**src/rtl/x_pair_transmitter_if.sv**
```systemverilog
// Word handshake and symbol wire bundle for x_pair_transmitter.
// slave = transmitter side, master = word source / wire observer.
interface x_pair_transmitter_if #(
  parameter int DATA_W = 8
);
  logic              in_valid;
  logic              in_ready;
  logic [DATA_W-1:0] in_data;
  logic              x_1;
  logic              x_2;
  logic              sym_valid;
  logic              last;
  logic              busy;

  modport slave (
    input  in_valid,
    input  in_data,
    output in_ready,
    output x_1,
    output x_2,
    output sym_valid,
    output last,
    output busy
  );

  modport master (
    output in_valid,
    output in_data,
    input  in_ready,
    input  x_1,
    input  x_2,
    input  sym_valid,
    input  last,
    input  busy
  );
endinterface

```
**src/rtl/x_pair_transmitter.sv**
```systemverilog
// Serializes words MSB-first as {x_1,x_2} symbols with an idle gap.
// Optional SHADOW_FSM_EN adds the receiver shadow state and pred_z.
module x_pair_transmitter #(
  parameter int         DATA_W     = 8,
  parameter int         GAP_CYCLES = 1,
  parameter logic [1:0] IDLE_SYM   = 2'b00
) (
  input  logic clk,
  input  logic rst,
  x_pair_transmitter_if.slave bus
`ifdef SHADOW_FSM_EN
  ,
  output logic pred_z
`endif
);

  localparam int NSYM = DATA_W / 2;
  localparam int CW   = (NSYM > 1) ? $clog2(NSYM) : 1;
  localparam int GW   = (GAP_CYCLES > 1) ? $clog2(GAP_CYCLES) : 1;

  typedef enum logic [1:0] {
    IDLE,
    SEND,
    GAP
  } state_t;

  state_t            state;
  logic [CW-1:0]     cnt;
  logic [GW-1:0]     gcnt;
  logic [DATA_W-1:0] shreg;
  logic [1:0]        sym_q;
  logic              sv_q;
  logic              last_q;

  assign bus.in_ready  = (state == IDLE);
  assign bus.busy      = (state != IDLE);
  assign bus.x_1       = sym_q[1];
  assign bus.x_2       = sym_q[0];
  assign bus.sym_valid = sv_q;
  assign bus.last      = last_q;

  // Main FSM; the wire outputs are registered alongside the state.
  always_ff @(posedge clk) begin
    if (rst) begin
      state  <= IDLE;
      cnt    <= '0;
      gcnt   <= '0;
      shreg  <= '0;
      sym_q  <= IDLE_SYM;
      sv_q   <= 1'b0;
      last_q <= 1'b0;
    end else begin
      unique case (state)
        IDLE: begin
          if (bus.in_valid) begin
            shreg  <= bus.in_data << 2;
            sym_q  <= bus.in_data[DATA_W-1 -: 2];
            sv_q   <= 1'b1;
            last_q <= (NSYM == 1);
            cnt    <= '0;
            state  <= SEND;
          end
        end
        SEND: begin
          if (cnt == CW'(NSYM - 1)) begin
            sym_q  <= IDLE_SYM;
            sv_q   <= 1'b0;
            last_q <= 1'b0;
            gcnt   <= '0;
            state  <= (GAP_CYCLES > 0) ? GAP : IDLE;
          end else begin
            sym_q  <= shreg[DATA_W-1 -: 2];
            shreg  <= shreg << 2;
            cnt    <= cnt + 1'b1;
            last_q <= (cnt == CW'(NSYM - 2));
          end
        end
        GAP: begin
          if (gcnt == GW'(GAP_CYCLES - 1)) begin
            state <= IDLE;
          end else begin
            gcnt <= gcnt + 1'b1;
          end
        end
        default: state <= IDLE;
      endcase
    end
  end

`ifdef SHADOW_FSM_EN
  logic [1:0] pq;
  logic       x1;
  logic       x2;

  assign x1     = sym_q[1];
  assign x2     = sym_q[0];
  assign pred_z = pq[1] & pq[0];

  // Receiver state model, advanced by whatever symbol is on the wire.
  always_ff @(posedge clk) begin
    if (rst) begin
      pq <= 2'b00;
    end else begin
      pq[1] <= (x1 & x2 & pq[1]) | (pq[1] & pq[0]) | (x1 & pq[0]);
      pq[0] <= (x1 & ~pq[1]) | (pq[0] & ~x1) | (x2 & ~pq[1])
             | (x1 & ~x2 & ~pq[0]);
    end
  end
`endif

endmodule

```
**src/flat_wrapper.sv**
```systemverilog
// flat-port wrapper written by rule: the top's interface ports become plain ports
module x_pair_transmitter_flat 
#(
  parameter int         DATA_W     = 8,
  parameter int         GAP_CYCLES = 1,
  parameter logic [1:0] IDLE_SYM   = 2'b00
)
  (clk, rst, bus_in_valid, bus_in_data, bus_in_ready, bus_x_1, bus_x_2, bus_sym_valid, bus_last, bus_busy);
  x_pair_transmitter_if #(.DATA_W(DATA_W)) bus_i ();
  input  logic clk;
  input  logic rst;
  input wire logic [$bits(bus_i.in_valid)-1:0] bus_in_valid;
  input wire logic [$bits(bus_i.in_data)-1:0] bus_in_data;
  output wire logic [$bits(bus_i.in_ready)-1:0] bus_in_ready;
  output wire logic [$bits(bus_i.x_1)-1:0] bus_x_1;
  output wire logic [$bits(bus_i.x_2)-1:0] bus_x_2;
  output wire logic [$bits(bus_i.sym_valid)-1:0] bus_sym_valid;
  output wire logic [$bits(bus_i.last)-1:0] bus_last;
  output wire logic [$bits(bus_i.busy)-1:0] bus_busy;
  assign bus_i.in_valid = bus_in_valid;
  assign bus_i.in_data = bus_in_data;
  assign bus_in_ready = bus_i.in_ready;
  assign bus_x_1 = bus_i.x_1;
  assign bus_x_2 = bus_i.x_2;
  assign bus_sym_valid = bus_i.sym_valid;
  assign bus_last = bus_i.last;
  assign bus_busy = bus_i.busy;
  x_pair_transmitter #(.DATA_W(DATA_W), .GAP_CYCLES(GAP_CYCLES), .IDLE_SYM(IDLE_SYM)) u_core (.clk(clk), .rst(rst), .bus(bus_i));
endmodule
```
**config.mk**
```make
export PLATFORM = sky130hd
export DESIGN_NAME = x_pair_transmitter_flat
export DESIGN_NICKNAME = d
export VERILOG_FILES = /design/src/rtl/x_pair_transmitter_if.sv /design/src/rtl/x_pair_transmitter.sv /design/src/flat_wrapper.sv
export SDC_FILE = /design/constraint.sdc
export NUM_CORES = 1
export LEC_CHECK = 0
export CAP_MARGIN = 15
export CORE_MARGIN = 1.5
export CORE_UTILIZATION = 50
export CTS_BUF_LIST = sky130_fd_sc_hd__clkbuf_8
export CTS_CLUSTER_DIAMETER = 30
export DETAILED_ROUTE_END_ITERATION = 8
export PLACE_DENSITY = 0.81
export RECOVER_POWER = 25
export SLEW_MARGIN = 25
export SYNTH_ARGS = -nofsm -noshare
export SYNTH_HDL_FRONTEND = slang
export SYNTH_SLANG_ARGS = --single-unit
export TNS_END_PERCENT = 5
```
**constraint.sdc**
```tcl
create_clock -name clk -period 4.22 [get_ports clk]
set_clock_uncertainty 0.2 [all_clocks]
set_input_delay 0.422 -clock clk [delete_from_list [all_inputs] [get_ports clk]]
set_output_delay 0.422 -clock clk [all_outputs]
set_load 0.05 [all_outputs]
```
=== Word-level counts from Yosys, hierarchy flattened ===
Index checks and enable logic that the tools add are counted.

* Flip-flop bits (word level): 17
* Bits of input ports: 11
* Output and inout bits: 6
* Logic and storage cells: 47

* Add/sub/neg operators: 2
* Equal/unequal tests: 8
* Mux-type cells: 21
* Reductions and logical operators: 9

{| class="wikitable"
|+ Operators by type and width
! kind !! count
|-
| 8-bit two-way mux || 2
|-
| 8-bit case mux with 2 select lines || 1
|-
| 2-bit two-way mux || 7
|-
| 3-bit AND reduction || 3
|-
| 2-bit case mux with 2 select lines || 2
|-
| 2-bit == test (second input constant) || 3
|-
| 2-bit inequality test (second input constant) || 3
|-
| 1-bit case mux with 2 select lines || 3
|-
| 2-bit case mux with 3 select lines || 1
|-
| 2-bit nonzero test || 3
|-
| 1-bit two-way mux || 5
|-
| 2-bit AND reduction || 2
|-
| 2-bit by 1-bit adder with 2-bit output (second input constant) || 1
|-
| 2-bit by 1-bit == test with 1-bit output (second input constant) || 1
|-
| 2-bit logical NOT || 1
|-
| 2-bit by 1-bit inequality test with 1-bit output (second input constant) || 1
|-
| 1-bit adder (second input constant) || 1
|}

=== Depth between registers and ports, before layout ===
Gate-level depths: netlist of run 1.

* Word-level depth: 3
* Gate-level depth with buffers: 5
* Gate-level depth less buffers: 4

=== Worst setup path after synthesis of run 1 ===
No wires, ideal clock.

* Kind: register to output
* Start point: register u_core.state[0]
* End point: output bus_in_ready
* Data arrival time: 1,307 ps
* Data required time: 3,598 ps
* Path slack: 2,291 ps
* Stages on the path, launching flop included: 5
* Path buffers: 1
* Path through: dfxtp_1 > buf_4 > inv_2 > nand2_1 > inv_1

* Word-level cells in the longest chain between the ends: 1

{| class="wikitable"
|+ Ends and longest elaborated chain
! item !! RTL line !! text
|-
| start, declared || x_pair_transmitter.sv:27 || <nowiki>state_t state;</nowiki>
|-
| start signal, assigned || x_pair_transmitter.sv:70 || <nowiki>state <= (GAP_CYCLES > 0) ? GAP : IDLE;</nowiki>
|-
| 2-bit logical NOT || x_pair_transmitter.sv:35 || <nowiki>assign bus.in_ready = (state == IDLE);</nowiki>
|-
| end, declared || flat_wrapper.sv:14 || <nowiki>output wire logic [$bits(bus_i.in_ready)-1:0] bus_in_ready;</nowiki>
|}

No other way between the ends.

=== Worst setup path after layout of run 1 ===
* Start point: register u_core.state[1]
* End point: output bus_busy

* Word-level cells in the longest chain between the ends: 1

{| class="wikitable"
|+ Ends and longest elaborated chain
! item !! RTL line !! text
|-
| 2-bit nonzero test || x_pair_transmitter.sv:36 || <nowiki>assign bus.busy = (state != IDLE);</nowiki>
|-
| end, declared || flat_wrapper.sv:19 || <nowiki>output wire logic [$bits(bus_i.busy)-1:0] bus_busy;</nowiki>
|}

No other way between the ends.

==> flow_results.xml, run 1 <==
<?xml version="1.0" encoding="UTF-8"?>
<metrics>
  <group name="status">
    <metric name="status" unit="">finished clean</metric>
  </group>
  <group name="pwr">
    <metric name="p_leak" unit="nW">0.3378</metric>
    <metric name="p_seq_frac" unit="">0.438</metric>
    <metric name="totalPowerFinal" unit="µW">343.9</metric>
    <metric name="comb_power_share" unit="">0.187</metric>
    <metric name="power_per_cell_area" unit="mW/mm²">393.7</metric>
    <metric name="power_report.internal_total" unit="µW">253.0</metric>
    <metric name="clock_power_share" unit="">0.375</metric>
    <metric name="netSwitchingFraction" unit="">0.2643</metric>
    <metric name="power.net_switching" unit="µW">90.90</metric>
    <metric name="ir_drop" unit="mV">0.2889</metric>
  </group>
  <group name="finish">
    <metric name="final_common_cell" unit="">sky130_fd_sc_hd__clkdlybuf4s50_1</metric>
    <metric name="layout.nets" unit="">108</metric>
    <metric name="layout_common_cells" unit="">sky130_fd_sc_hd__clkdlybuf4s50_1, sky130_fd_sc_hd__dfxtp_1, sky130_fd_sc_hd__inv_1</metric>
    <metric name="final_cell_count_no_fill" unit="">108</metric>
    <metric name="n_antenna_cell" unit="">0</metric>
    <metric name="fin_area" unit="µm²">873.3</metric>
    <metric name="drive_gt1_frac" unit="">0.05319</metric>
    <metric name="syn_to_final_growth" unit="%">30.71</metric>
  </group>
  <group name="sta">
    <metric name="setup_viols_final" unit="">0</metric>
    <metric name="hold_violations" unit="">0</metric>
    <metric name="worst_slack" unit="ps">1733</metric>
    <metric name="finalMaxSlewViolations" unit="">0</metric>
    <metric name="max-slew-margin-rel" unit="">0.6572</metric>
    <metric name="final.period_utilization" unit="">0.5893</metric>
    <metric name="fin_setup_tns" unit="ps">0</metric>
    <metric name="clock_period_minus_final_worst_setup_slack" unit="ps">2487</metric>
    <metric name="timing_worst_slew_pin_value" unit="ps">512.6</metric>
    <metric name="setup_repair_after_global_routing_missed_its_margin" unit="">false</metric>
    <metric name="achievable-frequency" unit="MHz">402.1</metric>
  </group>
  <group name="setup_path">
    <metric name="cp-end-kind" unit="">primary output</metric>
    <metric name="worst-setup-path-type" unit="">flip-flop to primary output</metric>
    <metric name="worst-r2r-cell-count" unit="">4</metric>
    <metric name="setup.reg_to_reg.worst_slack" unit="ps">2530</metric>
    <metric name="worstPathRequired" unit="ps">3600</metric>
    <metric name="worst_flop_to_flop_path_startpoint" unit="">u_core.cnt[0]$_SDFFE_PP0P_</metric>
    <metric name="worstPathMaxFanout" unit="">14</metric>
    <metric name="r2r-end" unit="">u_core.shreg[7]$_SDFFE_PP0P_</metric>
    <metric name="critical_path_at" unit="ps">1860</metric>
    <metric name="worst_setup_path_start_kind" unit="">flip-flop</metric>
  </group>
  <group name="synth">
    <metric name="synthDominantCellAreaShare" unit="">0.4195</metric>
    <metric name="yosys_most_used_dff" unit="">sky130_fd_sc_hd__dfxtp_1</metric>
    <metric name="synthesis.area" unit="µm²">668.1</metric>
    <metric name="register_bit_count_reported_by_yosys" unit="">14</metric>
    <metric name="synth_top_cells_by_area" unit="">sky130_fd_sc_hd__dfxtp_1, sky130_fd_sc_hd__a21oi_1, sky130_fd_sc_hd__o221ai_1</metric>
    <metric name="yosysSeqAreaShare" unit="">0.4195</metric>
    <metric name="netlist.top_cell.by_area" unit="">sky130_fd_sc_hd__dfxtp_1</metric>
    <metric name="synth_edf_count" unit="">0</metric>
    <metric name="postSynthNetCount" unit="">91</metric>
    <metric name="number_of_warnings_reported_in_the_yosys_synthesis_log" unit="">0</metric>
    <metric name="post_synth_num_cell_types" unit="">27</metric>
    <metric name="synth.avg_cell_area" unit="µm²">8.566</metric>
    <metric name="async_set_or_reset_register_ratio_after_synthesis" unit="">0</metric>
    <metric name="synthesis.instances" unit="">78</metric>
  </group>
  <group name="min_path">
    <metric name="whs_endpoint" unit="">u_core.shreg[6]$_SDFFE_PP0P_</metric>
    <metric name="timing.hold.worst.start" unit="">u_core.shreg[6]$_SDFFE_PP0P_</metric>
    <metric name="min-delay-path-class" unit="">flip-flop to flip-flop</metric>
    <metric name="min_delay_path_depth" unit="">2</metric>
  </group>
  <group name="cts">
    <metric name="clock_buffers_created_by_tritoncts" unit="">3</metric>
    <metric name="cts_max_path_buffers" unit="">2</metric>
    <metric name="clock_tree.root_cell" unit="">sky130_fd_sc_hd__clkbuf_8</metric>
    <metric name="postCtsResizedCells" unit="">0</metric>
    <metric name="postCtsSetupBuffers" unit="">0</metric>
    <metric name="cts_hold_buffers" unit="">0</metric>
    <metric name="cts_max_level" unit="">1</metric>
    <metric name="cts.sink_count" unit="">14</metric>
    <metric name="worst_setup_hold_path_clk_slew" unit="ps">60</metric>
    <metric name="clkLatencyLatePin" unit="ps">240</metric>
    <metric name="cts_tree" unit="">yes</metric>
  </group>
  <group name="placed_design">
    <metric name="port_buffers" unit="">16</metric>
    <metric name="place_inst" unit="">104</metric>
    <metric name="place.gp.congestion" unit="">0.7257</metric>
    <metric name="placement.cell_area" unit="µm²">818.3</metric>
    <metric name="detailedPlace.worstSlack" unit="ps">2000</metric>
    <metric name="place.detailed.hpwl" unit="µm">982</metric>
  </group>
  <group name="global_routing">
    <metric name="grt_first_pass_wirelength" unit="µm">2428</metric>
    <metric name="grt_start_max_net_pins" unit="">17</metric>
    <metric name="gr-usage-all-layers" unit="">0.2346</metric>
    <metric name="first_global_vias" unit="">550</metric>
    <metric name="number_of_antenna_violations_at_the_first_check_in_global_routing" unit="">0</metric>
    <metric name="globalRoute.totalOverflow" unit="">0</metric>
  </group>
  <group name="drt">
    <metric name="detail_route.wl_per_cell" unit="µm">13.03</metric>
    <metric name="drt-initial-drc-count" unit="">14</metric>
    <metric name="post-route-drc-count" unit="">0</metric>
    <metric name="routed_via_count" unit="">617</metric>
    <metric name="drtPass1Iterations" unit="">4</metric>
    <metric name="route.detailed.vias_per_inst" unit="">5.713</metric>
    <metric name="antenna_left" unit="">0</metric>
    <metric name="final_routed_wirelength_across_all_metal_layers" unit="µm">1407</metric>
  </group>
  <group name="die">
    <metric name="chipHeight" unit="µm">39.56</metric>
    <metric name="io_pins" unit="">17</metric>
    <metric name="dieWidth" unit="µm">39.56</metric>
    <metric name="row_count" unit="">12</metric>
    <metric name="start_util" unit="">0.5705</metric>
    <metric name="core_area" unit="mm²">0.001171</metric>
    <metric name="die_area" unit="mm²">0.001565</metric>
  </group>
  <group name="flow_run">
    <metric name="maxCapViolations" unit="">0</metric>
  </group>
</metrics>
worst max-delay path by stage:
| stage | start | end | slack [ps] | cells past startpoint |
|---|---|---|---|---|
| CTS | u_core.state[0]$_SDFFE_PP0P_ | bus_busy | 1730 | 3 |
| finish | u_core.state[1]$_SDFFE_PP0P_ | bus_busy | 1730 | 3 |
| detailed placement | u_core.state[0]$_SDFFE_PP0P_ | bus_busy | 2000 | 3 |
| global placement | u_core.state[0]$_SDFFE_PP0P_ | bus_busy | 2020 | 3 |
| global route | u_core.state[1]$_SDFFE_PP0P_ | bus_busy | 1610 | 3 |
| floorplan | u_core.state[0]$_SDFFE_PP0P_ | bus_in_ready | 2290 | 4 |
routing by layer:
layer,GRT usage,wire (µm)
met1,0.3125,721
met2,0.3443,608
met3,0.05114,67
met4,0.1293,10
met5,0,0
worst max-delay path, stage by stage (launching register included):
cell                              delay [ps]
sky130_fd_sc_hd__dfxtp_1                 590
sky130_fd_sc_hd__inv_1                   120
sky130_fd_sc_hd__nand2_1                 110
sky130_fd_sc_hd__clkdlybuf4s50_1         800
power by group through the flow:
stage	Clock, mW	Combinational [mW]	Sequential [mW]
floorplan	0	0.0341	0.160
global placement	0	0.0628	0.153
detailed placement	0	0.0639	0.153
CTS	0.133	0.0647	0.151
global route	0.137	0.0698	0.152
finish	0.129	0.0643	0.151
stage by stage:
| stage | hold slack (ps) | utilization |
|---|---|---|
| detailed placement | 246.1 | 0.6987 |
| finish | 251.3 | 0.7457 |
| CTS | 255.3 | 0.7457 |
| global route | 276.5 | 0.7457 |
| floorplan | 224.5 | - |
| global placement | 241.9 | 0.6987 |
sequential cells by signal (all words and copies together), names as in the netlist:
| register | flops |
|---|---|
| u_core.sym_q | 2 |
| u_core.cnt | 2 |
| u_core.shreg | 6 |
| u_core.state | 2 |
| u_core.bus.sym_valid | 1 |
| u_core.bus.last | 1 |
area by class of cell:
| class | instances | area [µm²] |
|---|---|---|
| fill | 88 | 297.8 |
| timing repair buffer | 16 | 160.2 |
| inverter | 10 | 37.54 |
| clock buffer | 4 | 55.05 |
| tap | 14 | 17.52 |
| sequential | 14 | 280.3 |
| multi-input combinational | 50 | 322.8 |
cell families (layout without fill, tap and decap cells):
group           Yosys count  in the layout  share of synthesized area
buf+inv                  14             30                    0.09736
simple gates             22             22                     0.1742
flops                    14             14                     0.4195
fa+ha+maj                 2              2                    0.03745
compound gates           26             26                     0.2715
synthesized netlist by cell type (3+ instances only):
cell                        n
sky130_fd_sc_hd__a21oi_1    8
sky130_fd_sc_hd__a32oi_1    3
sky130_fd_sc_hd__dfxtp_1   14
sky130_fd_sc_hd__inv_1      9
sky130_fd_sc_hd__nand2_1    7
sky130_fd_sc_hd__nor2_1     4
sky130_fd_sc_hd__nor2b_1    3
sky130_fd_sc_hd__o221ai_1   4
Power figures use the tool's default switching activity.
==> inputs of run 2 (changes only) <==
--- a/config.mk
+++ b/config.mk
@@ -7,11 +7,11 @@
 export LEC_CHECK = 0
 export CAP_MARGIN = 15
 export CORE_MARGIN = 1.5
-export CORE_UTILIZATION = 50
+export CORE_UTILIZATION = 49
 export CTS_BUF_LIST = sky130_fd_sc_hd__clkbuf_8
 export CTS_CLUSTER_DIAMETER = 30
 export DETAILED_ROUTE_END_ITERATION = 8
-export PLACE_DENSITY = 0.81
+export PLACE_DENSITY = 0.8
 export RECOVER_POWER = 25
 export SLEW_MARGIN = 25
 export SYNTH_ARGS = -nofsm -noshare
==> constraint.sdc (replaced) <==
create_clock -name clk -period 2.5 [get_ports clk]
set_clock_uncertainty 0.2 [all_clocks]
set_input_delay 0.25 -clock clk [delete_from_list [all_inputs] [get_ports clk]]
set_output_delay 0.25 -clock clk [all_outputs]
set_load 0.05 [all_outputs]
==> run 2 against run 1 <==
Effect of this change: non-clock buffer count up 1; sequential power is 66% higher; clock power is 68% higher; cell area increased by 1.0%; routed wire length down 1.1%; utilization decreased by 5.9 points; worst hold slack worse by 3.6 ps; critical path type unchanged; largest power group unchanged; highest routed layer unchanged.
==> flow_results.xml, run 2 (synthesis gave the netlist of run 1 again) <==
<?xml version="1.0" encoding="UTF-8"?>
<metrics>
  <group name="placed_design">
    <metric name="place.gp.congestion" unit="">0.7558</metric>
    <metric name="place.detailed.hpwl" unit="µm">1042</metric>
    <metric name="place_inst" unit="">106</metric>
    <metric name="port_buffers" unit="">16</metric>
    <metric name="placement.cell_area" unit="µm²">827.0</metric>
    <metric name="detailedPlace.worstSlack" unit="ps">468.4</metric>
  </group>
  <group name="sta">
    <metric name="finalMaxSlewViolations" unit="">0</metric>
    <metric name="timing.hold.ws" unit="ps">247.8</metric>
    <metric name="max-slew-margin-rel" unit="">0.6684</metric>
    <metric name="timing_worst_slew_pin_value" unit="ps">495.8</metric>
    <metric name="setup_viols_final" unit="">0</metric>
    <metric name="hold_violations" unit="">0</metric>
    <metric name="clock_period_minus_final_worst_setup_slack" unit="ps">2303</metric>
    <metric name="final.period_utilization" unit="">0.9213</metric>
    <metric name="achievable-frequency" unit="MHz">434.2</metric>
    <metric name="fin_setup_tns" unit="ps">0</metric>
    <metric name="worst_slack" unit="ps">196.8</metric>
    <metric name="setup_repair_after_global_routing_missed_its_margin" unit="">false</metric>
  </group>
  <group name="global_routing">
    <metric name="grt-busiest-layer" unit="">met2</metric>
    <metric name="first_global_vias" unit="">572</metric>
    <metric name="grt_start_max_net_pins" unit="">16</metric>
    <metric name="routing_usage_on_met2" unit="">0.3387</metric>
    <metric name="met3_demand_to_capacity_share_in_global_routing" unit="">0.05114</metric>
    <metric name="gr-usage-all-layers" unit="">0.2269</metric>
    <metric name="globalRoute.totalOverflow" unit="">0</metric>
    <metric name="grtUsageMet1" unit="">0.2955</metric>
    <metric name="number_of_antenna_violations_at_the_first_check_in_global_routing" unit="">0</metric>
    <metric name="grt_first_pass_wirelength" unit="µm">2318</metric>
  </group>
  <group name="pwr">
    <metric name="power_per_cell_area" unit="mW/mm²">660.2</metric>
    <metric name="p_leak" unit="nW">0.3430</metric>
    <metric name="ir_drop" unit="mV">0.4521</metric>
    <metric name="totalPowerFinal" unit="µW">582.4</metric>
  </group>
  <group name="finish">
    <metric name="fin_area" unit="µm²">882.1</metric>
    <metric name="fin_util" unit="">0.6865</metric>
    <metric name="n_antenna_cell" unit="">0</metric>
    <metric name="largest_reg_flops" unit="">6</metric>
    <metric name="layout.nets" unit="">109</metric>
    <metric name="syn_to_final_growth" unit="%">32.02</metric>
    <metric name="drive_gt1_frac" unit="">0.06316</metric>
    <metric name="final_cell_count_no_fill" unit="">110</metric>
    <metric name="largest-register" unit="">u_core.shreg</metric>
    <metric name="final_common_cell" unit="">sky130_fd_sc_hd__clkdlybuf4s50_1</metric>
    <metric name="fillerInstances" unit="">109</metric>
    <metric name="layout_common_cells" unit="">sky130_fd_sc_hd__clkdlybuf4s50_1, sky130_fd_sc_hd__dfxtp_1, sky130_fd_sc_hd__inv_1</metric>
  </group>
  <group name="cts">
    <metric name="cts_tree" unit="">yes</metric>
    <metric name="clock_buffers_created_by_tritoncts" unit="">3</metric>
    <metric name="clock_tree.root_cell" unit="">sky130_fd_sc_hd__clkbuf_8</metric>
    <metric name="clkLatencyLatePin" unit="ps">240</metric>
    <metric name="worst_setup_hold_path_clk_slew" unit="ps">60</metric>
    <metric name="cts_hold_buffers" unit="">0</metric>
    <metric name="cts_max_path_buffers" unit="">2</metric>
    <metric name="postCtsResizedCells" unit="">0</metric>
    <metric name="postCtsSetupBuffers" unit="">0</metric>
    <metric name="cts.sink_count" unit="">14</metric>
    <metric name="cts_max_level" unit="">1</metric>
  </group>
  <group name="flow_run">
    <metric name="maxCapViolations" unit="">0</metric>
  </group>
  <group name="die">
    <metric name="core_area" unit="mm²">0.001285</metric>
    <metric name="io_pins" unit="">17</metric>
    <metric name="die_area" unit="mm²">0.001594</metric>
    <metric name="row_count" unit="">13</metric>
    <metric name="dieWidth" unit="µm">39.93</metric>
    <metric name="chipHeight" unit="µm">39.93</metric>
    <metric name="start_util" unit="">0.5200</metric>
  </group>
  <group name="drt">
    <metric name="final_routed_wirelength_across_all_metal_layers" unit="µm">1391</metric>
    <metric name="detail_route.wl_per_cell" unit="µm">12.65</metric>
    <metric name="route.detailed.vias_per_inst" unit="">5.745</metric>
    <metric name="routed_via_count" unit="">632</metric>
    <metric name="post-route-drc-count" unit="">0</metric>
    <metric name="antenna_left" unit="">0</metric>
    <metric name="drt-initial-drc-count" unit="">16</metric>
    <metric name="drtPass1Iterations" unit="">4</metric>
  </group>
  <group name="setup_path">
    <metric name="worst-setup-path-type" unit="">flip-flop to primary output</metric>
    <metric name="worstPathMaxFanout" unit="">14</metric>
    <metric name="worstPathRequired" unit="ps">2050</metric>
    <metric name="critical_path_at" unit="ps">1850</metric>
    <metric name="crit_slowest_cell" unit="">sky130_fd_sc_hd__clkdlybuf4s50_1</metric>
    <metric name="cp-end-kind" unit="">primary output</metric>
    <metric name="worst_path_largest_cell_delay" unit="ps">810</metric>
    <metric name="cp_cell_instances" unit="">inv_1 &gt; nand2_1 &gt; clkdlybuf4s50_1</metric>
    <metric name="worst_setup_path_start_kind" unit="">flip-flop</metric>
  </group>
  <group name="status">
    <metric name="status" unit="">finished clean</metric>
  </group>
  <group name="min_path">
    <metric name="min-delay-path-class" unit="">flip-flop to flip-flop</metric>
  </group>
</metrics>
## run 2: path summary, 6_finish.rpt
check | cells past startpoint | start | slack [ps] | endpoint
setup reg to reg | 4 | u_core.cnt[0]$_SDFFE_PP0P_ | 780 | u_core.shreg[5]$_SDFFE_PP0P_
hold / removal | 2 | u_core.shreg[6]$_SDFFE_PP0P_ | 250 | u_core.shreg[6]$_SDFFE_PP0P_
setup / recovery | 3 | u_core.state[1]$_SDFFE_PP0P_ | 200 | bus_busy
hold reg to reg | 2 | u_core.shreg[6]$_SDFFE_PP0P_ | 250 | u_core.shreg[6]$_SDFFE_PP0P_
## run 2: area by class of cell
cell class,count,area (µm²),area share
multi-input combinational,50,322.8,0.3660
sequential,14,280.3,0.3177
timing repair buffer,17,167.7,0.1901
clock buffer,4,55.05,0.06241
inverter,10,37.54,0.04255
tap,15,18.77,0.02128
## run 2: report_power, final
part           total [mW]  leakage (nW)  internal (mW)  switching, mW
clock               0.217        0.0288          0.139         0.0779
sequential          0.250         0.115          0.240         0.0103
combinational       0.115         0.199         0.0498         0.0654
## run 2: layer usage
metal | part of all wire | wire (µm)
met5 | 0 | 0
met1 | 0.49 | 684
met4 | 0.010 | 14
met2 | 0.46 | 636
met3 | 0.040 | 56
## run 2: worst max-delay path, delay by kind of cell, from the launching register on
kind / cells / cell delay [ps]
buffers and inverters: 2 / 920
flip-flops: 1 / 570
AND/OR/NAND/NOR: 1 / 110
==> inputs of run 3 (changes only) <==
--- a/config.mk
+++ b/config.mk
@@ -10,6 +10,7 @@
 export CORE_UTILIZATION = 49
 export CTS_BUF_LIST = sky130_fd_sc_hd__clkbuf_8
 export CTS_CLUSTER_DIAMETER = 30
+export CTS_CLUSTER_SIZE = 14
 export DETAILED_ROUTE_END_ITERATION = 8
 export PLACE_DENSITY = 0.8
 export RECOVER_POWER = 25
==> constraint.sdc (replaced) <==
create_clock -name clk -period 2.5 [get_ports clk]
set_clock_uncertainty 0.2 [all_clocks]
set_input_delay 0.25 -clock clk [delete_from_list [all_inputs] [get_ports clk]]
set_output_delay 0.25 -clock clk [all_outputs]
set_load 0.005 [all_outputs]
==> run 3 against run 2 <==
Effect of this change: first-iteration DRC count shrank 25%; non-clock buffer count shrank 1; combinational power fell by 27%; largest cell class unchanged.
==> flow_results.xml, run 3 (synthesis gave the netlist of run 1 again) <==
<?xml version="1.0" encoding="UTF-8"?>
<metrics>
  <group name="sta">
    <metric name="clock_period_minus_final_worst_setup_slack" unit="ps">2028</metric>
    <metric name="achievable-frequency" unit="MHz">493.0</metric>
    <metric name="timing_worst_slew_pin_value" unit="ps">492.2</metric>
    <metric name="fin_setup_tns" unit="ps">0</metric>
    <metric name="finalMaxSlewViolations" unit="">0</metric>
    <metric name="hold_violations" unit="">0</metric>
    <metric name="max-slew-margin-rel" unit="">0.6714</metric>
    <metric name="setup_repair_after_global_routing_missed_its_margin" unit="">false</metric>
    <metric name="final.period_utilization" unit="">0.8113</metric>
    <metric name="setup_viols_final" unit="">0</metric>
  </group>
  <group name="setup_path">
    <metric name="worst-setup-path-type" unit="">flip-flop to primary output</metric>
    <metric name="cp-end-kind" unit="">primary output</metric>
    <metric name="worst_path_largest_cell_delay" unit="ps">620</metric>
    <metric name="worstPathRequired" unit="ps">2050</metric>
    <metric name="r2r-end" unit="">u_core.shreg[6]$_SDFFE_PP0P_</metric>
    <metric name="worst_setup_path_start_kind" unit="">flip-flop</metric>
    <metric name="cp_cell_instances" unit="">inv_2 &gt; nand2_1 &gt; clkdlybuf4s50_1</metric>
    <metric name="critical_path_at" unit="ps">1580</metric>
    <metric name="crit_slowest_cell" unit="">sky130_fd_sc_hd__dfxtp_1</metric>
    <metric name="setup.reg_to_reg.worst_slack" unit="ps">770</metric>
    <metric name="worst_flop_to_flop_path_startpoint" unit="">u_core.cnt[0]$_SDFFE_PP0P_</metric>
    <metric name="worst-r2r-cell-count" unit="">4</metric>
    <metric name="worstPathMaxFanout" unit="">16</metric>
  </group>
  <group name="status">
    <metric name="status" unit="">finished clean</metric>
  </group>
  <group name="global_routing">
    <metric name="grt_start_max_net_pins" unit="">17</metric>
    <metric name="first_global_vias" unit="">536</metric>
    <metric name="number_of_antenna_violations_at_the_first_check_in_global_routing" unit="">0</metric>
    <metric name="gr-usage-all-layers" unit="">0.2325</metric>
    <metric name="grt_first_pass_wirelength" unit="µm">2435</metric>
    <metric name="globalRoute.totalOverflow" unit="">0</metric>
  </group>
  <group name="finish">
    <metric name="fin_area" unit="µm²">860.8</metric>
    <metric name="drive_gt1_frac" unit="">0.04301</metric>
    <metric name="final_common_cell" unit="">sky130_fd_sc_hd__clkdlybuf4s50_1</metric>
    <metric name="layout.nets" unit="">108</metric>
    <metric name="layout_common_cells" unit="">sky130_fd_sc_hd__clkdlybuf4s50_1, sky130_fd_sc_hd__dfxtp_1, sky130_fd_sc_hd__inv_1</metric>
    <metric name="syn_to_final_growth" unit="%">28.84</metric>
    <metric name="n_antenna_cell" unit="">0</metric>
    <metric name="largest-register" unit="">u_core.shreg</metric>
    <metric name="largest_reg_flops" unit="">6</metric>
  </group>
  <group name="placed_design">
    <metric name="port_buffers" unit="">16</metric>
    <metric name="place.gp.congestion" unit="">0.7582</metric>
    <metric name="place.detailed.hpwl" unit="µm">988.8</metric>
    <metric name="placement.cell_area" unit="µm²">819.5</metric>
  </group>
  <group name="die">
    <metric name="die_area" unit="mm²">0.001594</metric>
    <metric name="io_pins" unit="">17</metric>
    <metric name="start_util" unit="">0.5200</metric>
    <metric name="chipHeight" unit="µm">39.93</metric>
    <metric name="core_area" unit="mm²">0.001285</metric>
    <metric name="dieWidth" unit="µm">39.93</metric>
    <metric name="row_count" unit="">13</metric>
  </group>
  <group name="cts">
    <metric name="cts_hold_buffers" unit="">0</metric>
    <metric name="clock_tree.root_cell" unit="">sky130_fd_sc_hd__clkbuf_8</metric>
    <metric name="cts_max_level" unit="">1</metric>
    <metric name="postCtsResizedCells" unit="">0</metric>
    <metric name="cts_tree" unit="">yes</metric>
    <metric name="postCtsSetupBuffers" unit="">0</metric>
    <metric name="clock_buffers_created_by_tritoncts" unit="">3</metric>
    <metric name="worst_setup_hold_path_clk_slew" unit="ps">60</metric>
    <metric name="cts.sink_count" unit="">14</metric>
    <metric name="cts_max_path_buffers" unit="">2</metric>
    <metric name="clkLatencyLatePin" unit="ps">240</metric>
  </group>
  <group name="drt">
    <metric name="route.detailed.vias_per_inst" unit="">5.574</metric>
    <metric name="met3_length" unit="µm">47</metric>
    <metric name="met1Wirelength" unit="µm">715</metric>
    <metric name="met2RoutedLength" unit="µm">636</metric>
    <metric name="detail_route.wl_per_cell" unit="µm">13.08</metric>
    <metric name="routed_via_count" unit="">602</metric>
    <metric name="final_routed_wirelength_across_all_metal_layers" unit="µm">1413</metric>
    <metric name="post-route-drc-count" unit="">0</metric>
    <metric name="drtPass1Iterations" unit="">4</metric>
    <metric name="drt-initial-drc-count" unit="">12</metric>
    <metric name="dr.max_layer_used" unit="">met4</metric>
    <metric name="antenna_left" unit="">0</metric>
  </group>
  <group name="flow_run">
    <metric name="maxCapViolations" unit="">0</metric>
  </group>
  <group name="pwr">
    <metric name="power_per_cell_area" unit="mW/mm²">603.9</metric>
    <metric name="p_leak" unit="nW">0.3326</metric>
    <metric name="ir_drop" unit="mV">0.4391</metric>
  </group>
  <group name="min_path">
    <metric name="min-delay-path-class" unit="">flip-flop to flip-flop</metric>
    <metric name="min_delay_path_depth" unit="">2</metric>
    <metric name="timing.hold.worst.start" unit="">u_core.shreg[7]$_SDFFE_PP0P_</metric>
    <metric name="whs_endpoint" unit="">u_core.shreg[7]$_SDFFE_PP0P_</metric>
  </group>
</metrics>
run 3: cell count changes in the layout (fill, tap and decap cells not counted):
cell	change
sky130_fd_sc_hd__clkbuf_8	-1
sky130_fd_sc_hd__buf_4	-1
run 3: stage by stage:
stage | worst slack (ps) | utilization | std cells | power [mW] | hold WS [ps]
2_1_floorplan | 920.7 | - | 78 | 0.3018 | 224.5
5_1_grt | 344.5 | 0.6699 | 108 | 0.5457 | 270.3
6_report | 471.8 | 0.6699 | 108 | 0.5199 | 250.6
3_3_place_gp | 677.8 | 0.6378 | 105 | 0.3395 | 237.7
3_5_place_dp | 656.2 | 0.6378 | 105 | 0.3416 | 247.6
4_1_cts | 491.3 | 0.6699 | 108 | 0.5225 | 255.5
run 3: final cells by class:
class | instances | area [µm²]
Fill cell | 107 | 424.2
Clock buffer | 3 | 41.29
Inverter | 10 | 37.54
Multi-Input combinational cell | 50 | 322.8
Timing Repair Buffer | 16 | 160.2
Tap cell | 15 | 18.77
Sequential cell | 14 | 280.3
run 3: how the worst max path moves through the flow:
stage                                             from                           end  slack (ps)  depth (start not counted)
after floorplan             u_core.cnt[0]$_SDFFE_PP0P_  u_core.shreg[4]$_SDFFE_PP0P_         920                          5
after global placement                    bus_in_valid  u_core.shreg[7]$_SDFFE_PP0P_         680                          4
after detailed placement                  bus_in_valid  u_core.shreg[7]$_SDFFE_PP0P_         660                          4
after CTS                 u_core.state[0]$_SDFFE_PP0P_                      bus_busy         490                          3
after global routing      u_core.state[0]$_SDFFE_PP0P_                      bus_busy         340                          3
final                     u_core.state[0]$_SDFFE_PP0P_                      bus_busy         470                          3
run 3: metal layers:
metal	vias up	track usage
met4	0	0.1293
met3	2	0.05114
met1	278	0.3253
met5	-	0
met2	10	0.3226
li1	312	-
run 3: where the power goes:
group          switching [mW]  internal [mW]
clock network          0.0753          0.106
registers              0.0152          0.240
logic                  0.0356         0.0478
total                   0.126          0.394
run 3: worst max-delay path, delay by kind of cell, from the launching register on:
kind	cells	cell delay, ps
flip-flops	1	620
buffers and inverters	2	620
AND/OR/NAND/NOR	1	100
